### src/rtl/seven_seg_scan_driver_if.sv
// Bundle of the value/control inputs and the display outputs of the
// seven-segment scan driver. The master side loads values and watches BUSY;
// the slave side is the driver itself.
interface seven_seg_scan_driver_if #(
  parameter int WIDTH  = 8,
  parameter int DIGITS = 3
);
  logic [WIDTH-1:0]  i_bin;
  logic              i_load;
  logic              i_err;
  logic              i_lzb;
  logic              o_busy;
  logic [0:6]        o_sev;
  logic [DIGITS-1:0] o_an;

  modport master (
    output i_bin, i_load, i_err, i_lzb,
    input  o_busy, o_sev, o_an
  );

  modport slave (
    input  i_bin, i_load, i_err, i_lzb,
    output o_busy, o_sev, o_an
  );
endinterface

### src/rtl/seven_seg_scan_driver.sv
// Time-multiplexed active-low seven-segment driver. A loaded binary value is
// converted to BCD one bit per clock (shift-and-add-3) and then committed in
// one step to the display register, which is scanned digit by digit onto a
// shared segment bus with leading-zero blanking and dash-on-error.
module seven_seg_scan_driver #(
  parameter int WIDTH       = 8,
  parameter int DIGITS      = 3,
  parameter int REFRESH_DIV = 50000
) (
  input  logic i_clk,
  input  logic i_rst_n,
  seven_seg_scan_driver_if.slave bus
);

  localparam int BCD_W = 4 * DIGITS;
  localparam int CNT_W = $clog2(WIDTH);
  localparam int PRE_W = (REFRESH_DIV > 1) ? $clog2(REFRESH_DIV) : 1;
  localparam int IDX_W = (DIGITS > 1) ? $clog2(DIGITS) : 1;

  // Largest value that fits in DIGITS decimal digits (10^DIGITS - 1).
  function automatic logic [63:0] max_display(input int n);
    logic [63:0] v;
    v = 64'd1;
    for (int k = 0; k < n; k++) begin
      v = v * 64'd10;
    end
    return v - 64'd1;
  endfunction

  localparam logic [63:0] MAX_VAL = max_display(DIGITS);

  // Active-low a..g pattern for a BCD nibble; anything above 9 shows a dash.
  function automatic logic [0:6] seg_encode(input logic [3:0] nib);
    logic [0:6] seg;
    case (nib)
      4'd0:    seg = 7'b0000001;
      4'd1:    seg = 7'b1001111;
      4'd2:    seg = 7'b0010010;
      4'd3:    seg = 7'b0000110;
      4'd4:    seg = 7'b1001100;
      4'd5:    seg = 7'b0100100;
      4'd6:    seg = 7'b0100000;
      4'd7:    seg = 7'b0001111;
      4'd8:    seg = 7'b0000000;
      4'd9:    seg = 7'b0001100;
      default: seg = 7'b1111110;
    endcase
    return seg;
  endfunction

  localparam logic [0:6] SEG_DASH  = 7'b1111110;
  localparam logic [0:6] SEG_BLANK = 7'b1111111;

  typedef enum logic {IDLE = 1'b0, CONV = 1'b1} state_t;

  state_t             r_state;
  logic               r_busy;
  logic [WIDTH-1:0]   r_shift;
  logic [BCD_W-1:0]   r_bcd;
  logic [CNT_W-1:0]   r_cnt;
  logic               r_err;
  logic [BCD_W-1:0]   r_disp;
  logic               r_disp_err;
  logic [PRE_W-1:0]   r_presc;
  logic [IDX_W-1:0]   r_idx;
  logic [0:6]         r_sev;
  logic [DIGITS-1:0]  r_an;

  state_t             w_state_nxt;
  logic               w_capture;
  logic               w_step;
  logic               w_done;
  logic               w_bin_over;
  logic [BCD_W-1:0]   w_bcd_adj;
  logic [BCD_W-1:0]   w_bcd_shift;
  logic [3:0]         w_sel_nib;
  logic               w_upper_nz;
  logic [0:6]         w_sev_nxt;
  logic [DIGITS-1:0]  w_an_nxt;

  assign w_bin_over  = (64'(bus.i_bin) > MAX_VAL);
  assign w_bcd_shift = {w_bcd_adj[BCD_W-2:0], r_shift[WIDTH-1]};

  // Next-state and conversion control; LOAD is only honoured while idle.
  always_comb begin
    w_state_nxt = r_state;
    w_capture   = 1'b0;
    w_step      = 1'b0;
    w_done      = 1'b0;
    case (r_state)
      IDLE: begin
        if (bus.i_load) begin
          w_capture   = 1'b1;
          w_state_nxt = CONV;
        end else begin
          w_state_nxt = IDLE;
        end
      end
      CONV: begin
        w_step = 1'b1;
        if (r_cnt == CNT_W'(WIDTH - 1)) begin
          w_done      = 1'b1;
          w_state_nxt = IDLE;
        end else begin
          w_state_nxt = CONV;
        end
      end
      default: begin
        w_state_nxt = IDLE;
      end
    endcase
  end

  // State register with BUSY registered alongside it.
  always_ff @(posedge i_clk) begin
    if (!i_rst_n) begin
      r_state <= IDLE;
      r_busy  <= 1'b0;
    end else begin
      r_state <= w_state_nxt;
      r_busy  <= (w_state_nxt == CONV);
    end
  end

  // Add-3 correction of every BCD nibble that is 5 or more before the shift.
  always_comb begin
    w_bcd_adj = '0;
    for (int d = 0; d < DIGITS; d++) begin
      w_bcd_adj[4*d +: 4] = (r_bcd[4*d +: 4] >= 4'd5) ? (r_bcd[4*d +: 4] + 4'd3)
                                                      : r_bcd[4*d +: 4];
    end
  end

  // Conversion datapath; the display register only changes on the last step,
  // so a partially converted value is never visible.
  always_ff @(posedge i_clk) begin
    if (!i_rst_n) begin
      r_shift    <= '0;
      r_bcd      <= '0;
      r_cnt      <= '0;
      r_err      <= 1'b0;
      r_disp     <= '0;
      r_disp_err <= 1'b0;
    end else if (w_capture) begin
      r_shift <= bus.i_bin;
      r_bcd   <= '0;
      r_cnt   <= '0;
      r_err   <= bus.i_err | w_bin_over;
    end else if (w_step) begin
      r_shift <= {r_shift[WIDTH-2:0], 1'b0};
      r_bcd   <= w_bcd_shift;
      r_cnt   <= r_cnt + CNT_W'(1);
      if (w_done) begin
        r_disp     <= w_bcd_shift;
        r_disp_err <= r_err;
      end
    end
  end

  // Refresh prescaler and digit index; the index steps once per prescaler wrap.
  always_ff @(posedge i_clk) begin
    if (!i_rst_n) begin
      r_presc <= '0;
      r_idx   <= '0;
    end else if (r_presc == PRE_W'(REFRESH_DIV - 1)) begin
      r_presc <= '0;
      r_idx   <= (r_idx == IDX_W'(DIGITS - 1)) ? '0 : (r_idx + IDX_W'(1));
    end else begin
      r_presc <= r_presc + PRE_W'(1);
    end
  end

  // Pick the selected nibble, detect non-zero digits at or above it, and
  // build the next segment and anode patterns.
  always_comb begin
    w_sel_nib  = 4'd0;
    w_upper_nz = 1'b0;
    w_an_nxt   = '1;
    for (int d = 0; d < DIGITS; d++) begin
      w_sel_nib   = (IDX_W'(d) == r_idx) ? r_disp[4*d +: 4] : w_sel_nib;
      w_upper_nz  = w_upper_nz | ((IDX_W'(d) >= r_idx) && (r_disp[4*d +: 4] != 4'd0));
      w_an_nxt[d] = (IDX_W'(d) != r_idx);
    end
    if (r_disp_err) begin
      w_sev_nxt = SEG_DASH;
    end else if (bus.i_lzb && (r_idx != IDX_W'(0)) && !w_upper_nz) begin
      w_sev_nxt = SEG_BLANK;
    end else begin
      w_sev_nxt = seg_encode(w_sel_nib);
    end
  end

  // Registered display pins; anodes and segments always move together.
  always_ff @(posedge i_clk) begin
    if (!i_rst_n) begin
      r_sev <= SEG_BLANK;
      r_an  <= '1;
    end else begin
      r_sev <= w_sev_nxt;
      r_an  <= w_an_nxt;
    end
  end

  assign bus.o_busy = r_busy;
  assign bus.o_sev  = r_sev;
  assign bus.o_an   = r_an;

endmodule

### src/flat_wrapper.sv
// flat-port wrapper written by rule: the top's interface ports become plain ports
module seven_seg_scan_driver_flat 
#(
  parameter int WIDTH       = 8,
  parameter int DIGITS      = 3,
  parameter int REFRESH_DIV = 50000
)
  (i_clk, i_rst_n, bus_i_bin, bus_i_load, bus_i_err, bus_i_lzb, bus_o_busy, bus_o_sev, bus_o_an);
  seven_seg_scan_driver_if #(.WIDTH(WIDTH), .DIGITS(DIGITS)) bus_i ();
  input  logic i_clk;
  input  logic i_rst_n;
  input wire logic [$bits(bus_i.i_bin)-1:0] bus_i_bin;
  input wire logic [$bits(bus_i.i_load)-1:0] bus_i_load;
  input wire logic [$bits(bus_i.i_err)-1:0] bus_i_err;
  input wire logic [$bits(bus_i.i_lzb)-1:0] bus_i_lzb;
  output wire logic [$bits(bus_i.o_busy)-1:0] bus_o_busy;
  output wire logic [$bits(bus_i.o_sev)-1:0] bus_o_sev;
  output wire logic [$bits(bus_i.o_an)-1:0] bus_o_an;
  assign bus_i.i_bin = bus_i_bin;
  assign bus_i.i_load = bus_i_load;
  assign bus_i.i_err = bus_i_err;
  assign bus_i.i_lzb = bus_i_lzb;
  assign bus_o_busy = bus_i.o_busy;
  assign bus_o_sev = bus_i.o_sev;
  assign bus_o_an = bus_i.o_an;
  seven_seg_scan_driver #(.WIDTH(WIDTH), .DIGITS(DIGITS), .REFRESH_DIV(REFRESH_DIV)) u_core (.i_clk(i_clk), .i_rst_n(i_rst_n), .bus(bus_i));
endmodule
### config.mk
export PLATFORM = sky130hd
export DESIGN_NAME = seven_seg_scan_driver_flat
export DESIGN_NICKNAME = d
export VERILOG_FILES = /design/src/rtl/seven_seg_scan_driver_if.sv /design/src/rtl/seven_seg_scan_driver.sv /design/src/flat_wrapper.sv
export SDC_FILE = /design/constraint.sdc
export NUM_CORES = 1
export LEC_CHECK = 0
export ABC_CLOCK_PERIOD_IN_PS = 1900
export CORE_ASPECT_RATIO = 0.8
export CORE_MARGIN = 2
export CORE_UTILIZATION = 34
export CTS_CLUSTER_DIAMETER = 30
export DETAILED_ROUTE_END_ITERATION = 6
export PLACE_DENSITY_LB_ADDON = 0.12
export SLEW_MARGIN = 20
export SYNTH_ARGS = -nofsm -noshare
export SYNTH_HDL_FRONTEND = slang
export SYNTH_SLANG_ARGS = --single-unit
### constraint.sdc
create_clock -name i_clk -period 1.9 [get_ports i_clk]
set_input_delay 0.38 -clock i_clk [delete_from_list [all_inputs] [get_ports i_clk]]
set_output_delay 0.38 -clock i_clk [all_outputs]
set_load 0.01 [all_outputs]
==> out/results.ini, run 1 <==
[setup_path]
cp-start-kind = flop
critPathLaunch = u_core.r_idx[0]
reg2regPathDepth = 7
slowest_stage = dfxtp_2
rrSetupSlack_ps = 180
crit_type = reg2reg
rr_startpoint = u_core.r_idx[0]
crit_fanout = 7
crit_path_cell_trace = mux2i_1 > a2bb2oi_2 > inv_1 > ha_1 > mux2_1 > o21ai_1 > nand2_1
worstPathArrival_ps = 1930
slowest_delay_ps = 390
setup.worst_path.end_class = flop
critPathRequiredTime_ps = 2110
r2r_end = u_core.bus.o_sev[3]

[synth]
syn_area_um2 = 3100
ys_seq_area_frac = 0.426
ys_types = 47
synth_nets = 376
async_flop_share = 0
synth_edf_count = 0
synth_warnings = 0
avgSynthCellArea_um2 = 8.92
postSynthCellCount = 348
synth_ff_type = dfxtp_1
ys_ff_latch = 66

[sta]
fin_skew_ps = 8.32
hold_slack_ps = 459
finalSetupViolCount = 0
slew_headroom = 0.664
worst_pin_slew_ps = 503
hold_viol_final = 0
maxSlewViolCount = 0
fmax_mhz = 581
layout_min_cycle_time_ps = 1720
fin_crit_sh = 0.905
setup_slack_ps = 180
setup_tns_ps = 0
grt_setup_unrepaired = false

[routing]
drcViolationCount = 0
wl_per_cell_um = 12.5
vias_per_cell = 4.74
dr.pass1.iters = 4
wirelength_um = 6300
ant_nets = 0
vias = 2380
dr.first_iter.drc_count = 130

[power]
leakagePower_uw = 0.00150
power.share.sequential = 0.458
p_switching_uw = 712
powerDensity_nw_per_um2 = 828
vdd_drop_max_mv = 0.340
power.share.clock = 0.477
p_comb_frac = 0.065
p_sw_frac = 0.226
p_int_uw = 2430

[global_route]
grt_overflow = 0
grt_antenna_before_repair = 0
grtUsageTotal = 0.137
grt_pass1_vias = 2268
grt_max_degree = 26
grt_pass1_wl_um = 10900

[floorplanning]
die-area_um2 = 9910
core_um2 = 8960
start_util = 0.346
rows = 31
fp.dieH_um = 89.4
boundaryPins = 24
die_x_um = 111

[finish]
area_growth_pct = 22.5
layout_common_cells = 65 x dfxtp_1, 45 x nand2_1, 41 x nor2_1
final_common_cell = dfxtp_1
layout-drive-gt1-share = 0.114
final_nets = 410
antenna_cells = 0
instances_no_fill = 502

[clocking]
root_buffer = clkbuf_16
clk_pin_slew_ps = 50
numCtsBuffers = 9
cts_tree = done
cts_hold_buf = 0
postCtsSetupBuffers = 0
cts_num_sinks = 66
postCtsResizedCells = 0
htreeDepth = 3
clk_latency_ps = 320
cts.path.max_buffers = 2

[worst_hold_path]
hold_end = u_core.r_disp_err
hold_class = reg2reg
holdPathStages = 2
worst_hold_startpoint = u_core.r_err

[placement]
place_ws_ps = 25.2
port_buffers = 23
dp_hpwl_um = 4450
globalplace.congestion = 0.798
place_inst = 486

[job]
cap_violations = 0

[run_status]
outcome = complete, no violations

==> power groups by stage <==
stage | sequential [µW] | combinational, µW | clock (µW)
floorplan | 1470 | 121 | 0
global placement | 1470 | 206 | 0
detailed placement | 1470 | 206 | 0
CTS | 1440 | 208 | 1540
global route | 1440 | 233 | 1620
finish | 1440 | 206 | 1500
==> cell families after synthesis <==
family                     synth area share
and+or+nand+nor                       0.216
xor gates and xnor gates             0.0508
muxes                                0.0875
DFF                                   0.426
AOI/OAI and AO/OA                     0.125
adders and majority gates            0.0605
buffers and inverters                0.0347
==> cell type report <==
cell class / count / area, µm²
Fill cell: 891 / 5160
Multi-Input combinational cell: 257 / 1680
Sequential cell: 66 / 1320
Timing Repair Buffer: 38 / 343
Clock buffer: 11 / 243
Tap cell: 115 / 144
Inverter: 10 / 37.5
Clock inverter: 5 / 30.0
==> critical path, delay by kind of cell (launching register included) <==
| family | cells | cell delay, ps |
|---|---|---|
| AO/OA/AOI/OAI | 2 | 330 |
| adder cells (fa/ha/maj) | 1 | 210 |
| buffers and inverters | 1 | 80 |
| flip-flops | 1 | 390 |
| multiplexers | 2 | 530 |
| AND/OR/NAND/NOR | 1 | 60 |
==> how the worst max path moves through the flow <==
| stage | slack, ps | endpoint | depth (start not counted) |
|---|---|---|---|
| 2_1_floorplan | 50 | u_core.bus.o_sev[3] | 8 |
| 3_3_place_gp | 20 | u_core.bus.o_sev[5] | 6 |
| 3_5_place_dp | 30 | u_core.bus.o_sev[0] | 6 |
| 4_1_cts | 80 | u_core.bus.o_sev[3] | 7 |
| 5_1_grt | 10 | u_core.r_disp[6] | 7 |
| 6_report | 180 | u_core.bus.o_sev[3] | 7 |
==> routing by layer <==
metal  routed length (µm)  global-route usage  vias to the layer above  share of wire
met4                   53              0.0432                        0         0.0084
met5                    0                   0                        -              0
met1                 3440               0.187                     1086           0.55
met2                 2570               0.207                       28           0.41
met3                  236              0.0461                        6          0.037
li1                     -                   -                     1260              -
==> synth_stat cells (3+ instances only) <==
cell | n | area [µm²]
mux2i_1 | 26 | 260
and2_1 | 7 | 43.8
inv_1 | 9 | 33.8
xor2_1 | 10 | 87.6
nor2_1 | 41 | 154
o21ai_0 | 17 | 85.1
buf_2 | 5 | 25.0
nand2b_1 | 5 | 31.3
ha_1 | 15 | 188
nand2_1 | 45 | 169
nand4_1 | 4 | 25.0
nand3_1 | 11 | 55.1
o22a_1 | 3 | 26.3
xnor2_1 | 8 | 70.1
a21boi_0 | 6 | 45.0
clkbuf_1 | 8 | 30.0
a21oi_1 | 23 | 115
dfxtp_1 | 66 | 1320
nor3_1 | 3 | 15.0
nor3b_1 | 3 | 22.5
==> state kept, by name, indices dropped and copies added (netlist names) <==
register	count
u_core.r_presc	16
u_core.r_bcd	12
u_core.r_disp	12
u_core.r_shift	8
u_core.bus.o_sev	7
u_core.bus.o_an	3
u_core.r_cnt	3
u_core.r_idx	2
u_core.r_disp_err	1
u_core.r_err	1
u_core.r_state	1
==> metrics by stage <==
step	utilization	area, µm²	power (µW)
finish	0.424	3800	3150
global placement	0.394	3530	1670
detailed placement	0.394	3530	1680
CTS	0.424	3800	3190
global route	0.424	3800	3300
floorplan	-	3110	1590
Power figures use the tool's default switching activity.
==> inputs of run 2 (changes only) <==
- SETUP_SLACK_MARGIN: default -> 0.5
==> out/results.ini, run 2 (synthesized netlist as in run 1, its figures left out) <==
[run_status]
outcome = complete, no violations

[clocking]
clk_pin_slew_ps = 50
root_buffer = clkbuf_16
cts.path.max_buffers = 2
cts_num_sinks = 66
htreeDepth = 3
cts_tree = done
clk_latency_ps = 320
numCtsBuffers = 9
cts_hold_buf = 0

[global_route]
grt_overflow = 0
grt_max_degree = 26
grt_pass1_wl_um = 11300
grtUsageTotal = 0.142
grt_pass1_vias = 2305
grt_antenna_before_repair = 0

[setup_path]
critPathRequiredTime_ps = 2110
crit_path_cell_trace = mux2i_2 > a2bb2oi_2 > ha_1 > mux2_4 > o21ai_2 > nand2_1
crit_fanout = 6
r2r_end = u_core.bus.o_sev[3]
reg2regPathDepth = 6
path_buf_inv = 0
worstPathArrival_ps = 1870
cp-start-kind = flop
critical-path-top-delay-family = multiplexers
slowest_delay_ps = 400
crit_type = reg2reg
rrSetupSlack_ps = 240
setup.worst_path.end_class = flop
rr_startpoint = u_core.r_idx[0]
slowest_stage = dfxtp_4

[sta]
fin_skew_ps = 5.95
hold_viol_final = 0
slew_headroom = 0.720
finalSetupViolCount = 0
maxSlewViolCount = 0
fin_crit_sh = 0.874
setup_tns_ps = 0
worst_pin_slew_ps = 416
layout_min_cycle_time_ps = 1660
setup_slack_ps = 239
grt_setup_unrepaired = true
hold_slack_ps = 448
fmax_mhz = 602

[routing]
ant_nets = 0
wl_per_cell_um = 13.1
dr.first_iter.drc_count = 88
wirelength_um = 6760
vias = 2488
drcViolationCount = 0
vias_per_cell = 4.81
dr.pass1.iters = 4

[power]
power.share.sequential = 0.454
p_switching_uw = 682
p_int_uw = 2490
powerDensity_nw_per_um2 = 734
p_comb_frac = 0.077
leakagePower_uw = 0.00167
power.share.clock = 0.469
p_sw_frac = 0.215
vdd_drop_max_mv = 0.426

[finish]
final_nets = 426
layout_common_cells = 46 x dfxtp_1, 44 x nand2_1, 39 x nor2_1
largest_reg_flops = 16
area_growth_pct = 39.2
final_common_cell = dfxtp_1
instances_no_fill = 517
layout-drive-gt1-share = 0.308
reg_top3 = u_core.r_presc x16, u_core.r_bcd x12, u_core.r_disp x12
antenna_cells = 0
fillers = 855
finalInstanceArea_um2 = 4320
top_register = u_core.r_presc

[worst_hold_path]
holdPathStages = 1
worst_hold_startpoint = u_core.r_presc[0]
hold_end = u_core.r_presc[0]
hold_class = reg2reg

[placement]
globalplace.congestion = 0.803
dpl_cell_area_um2 = 3560
dp_hpwl_um = 4400
place_ws_ps = -36.2
port_buffers = 23
place_inst = 484

[floorplanning]
core_um2 = 8960
boundaryPins = 24
die_x_um = 111
die-area_um2 = 9910
rows = 31
start_util = 0.346
fp.dieH_um = 89.4

[job]
cap_violations = 0

## run 2: area by class of cell
| type | instances | area [µm²] | share of cell area |
|---|---|---|---|
| clock inverters | 2 | 12.5 | 0.00290 |
| repair buffers | 54 | 470 | 0.109 |
| clock buffers | 13 | 260 | 0.0602 |
| flip-flops and latches | 66 | 1360 | 0.316 |
| well taps | 115 | 144 | 0.0333 |
| multi-input cells | 257 | 2020 | 0.469 |
| inverters | 10 | 45.0 | 0.0104 |
## run 2: power groups by stage
stage | registers [µW] | clock network [µW] | logic (µW)
3_3_place_gp | 1470 | 0 | 212
3_5_place_dp | 1470 | 0 | 213
6_report | 1440 | 1490 | 243
4_1_cts | 1440 | 1540 | 234
2_1_floorplan | 1470 | 0 | 121
5_1_grt | 1440 | 1600 | 270
## run 2: routing by layer
layer | global-route usage | wire length [µm]
met1 | 0.190 | 3370
met2 | 0.221 | 3070
met3 | 0.0366 | 229
met4 | 0.0557 | 82
met5 | 0 | 0
## run 2: through the flow
stage          utilization  power (µW)
3_3_place_gp         0.398        1680
2_1_floorplan            -        1590
6_report             0.482        3170
4_1_cts              0.465        3220
5_1_grt              0.482        3320
3_5_place_dp         0.398        1680
## run 2: how the worst max path moves through the flow
stage / cells after the start / endpoint / startpoint
after floorplan: 7 / u_core.bus.o_sev[3] / u_core.r_idx[0]
after global placement: 6 / u_core.bus.o_sev[5] / i_rst_n
after detailed placement: 6 / u_core.bus.o_sev[5] / i_rst_n
after CTS: 6 / u_core.bus.o_sev[3] / u_core.r_idx[0]
after global routing: 6 / u_core.bus.o_sev[3] / u_core.r_idx[0]
final: 6 / u_core.bus.o_sev[3] / u_core.r_idx[0]
## run 2: timing repair
item	in CTS	in global routing
gates cloned	0	0
endpoints found under the setup margin	56	41
gates resized for setup	71	36
pin swaps	17	17
setup buffers	13	5
## run 2: worst reg2reg max path, cell delays in order, from the launching register on
cell       delay, ps
dfxtp_4          400
mux2i_2          230
a2bb2oi_2        220
ha_1             280
mux2_4           270
o21ai_2          100
nand2_1           50
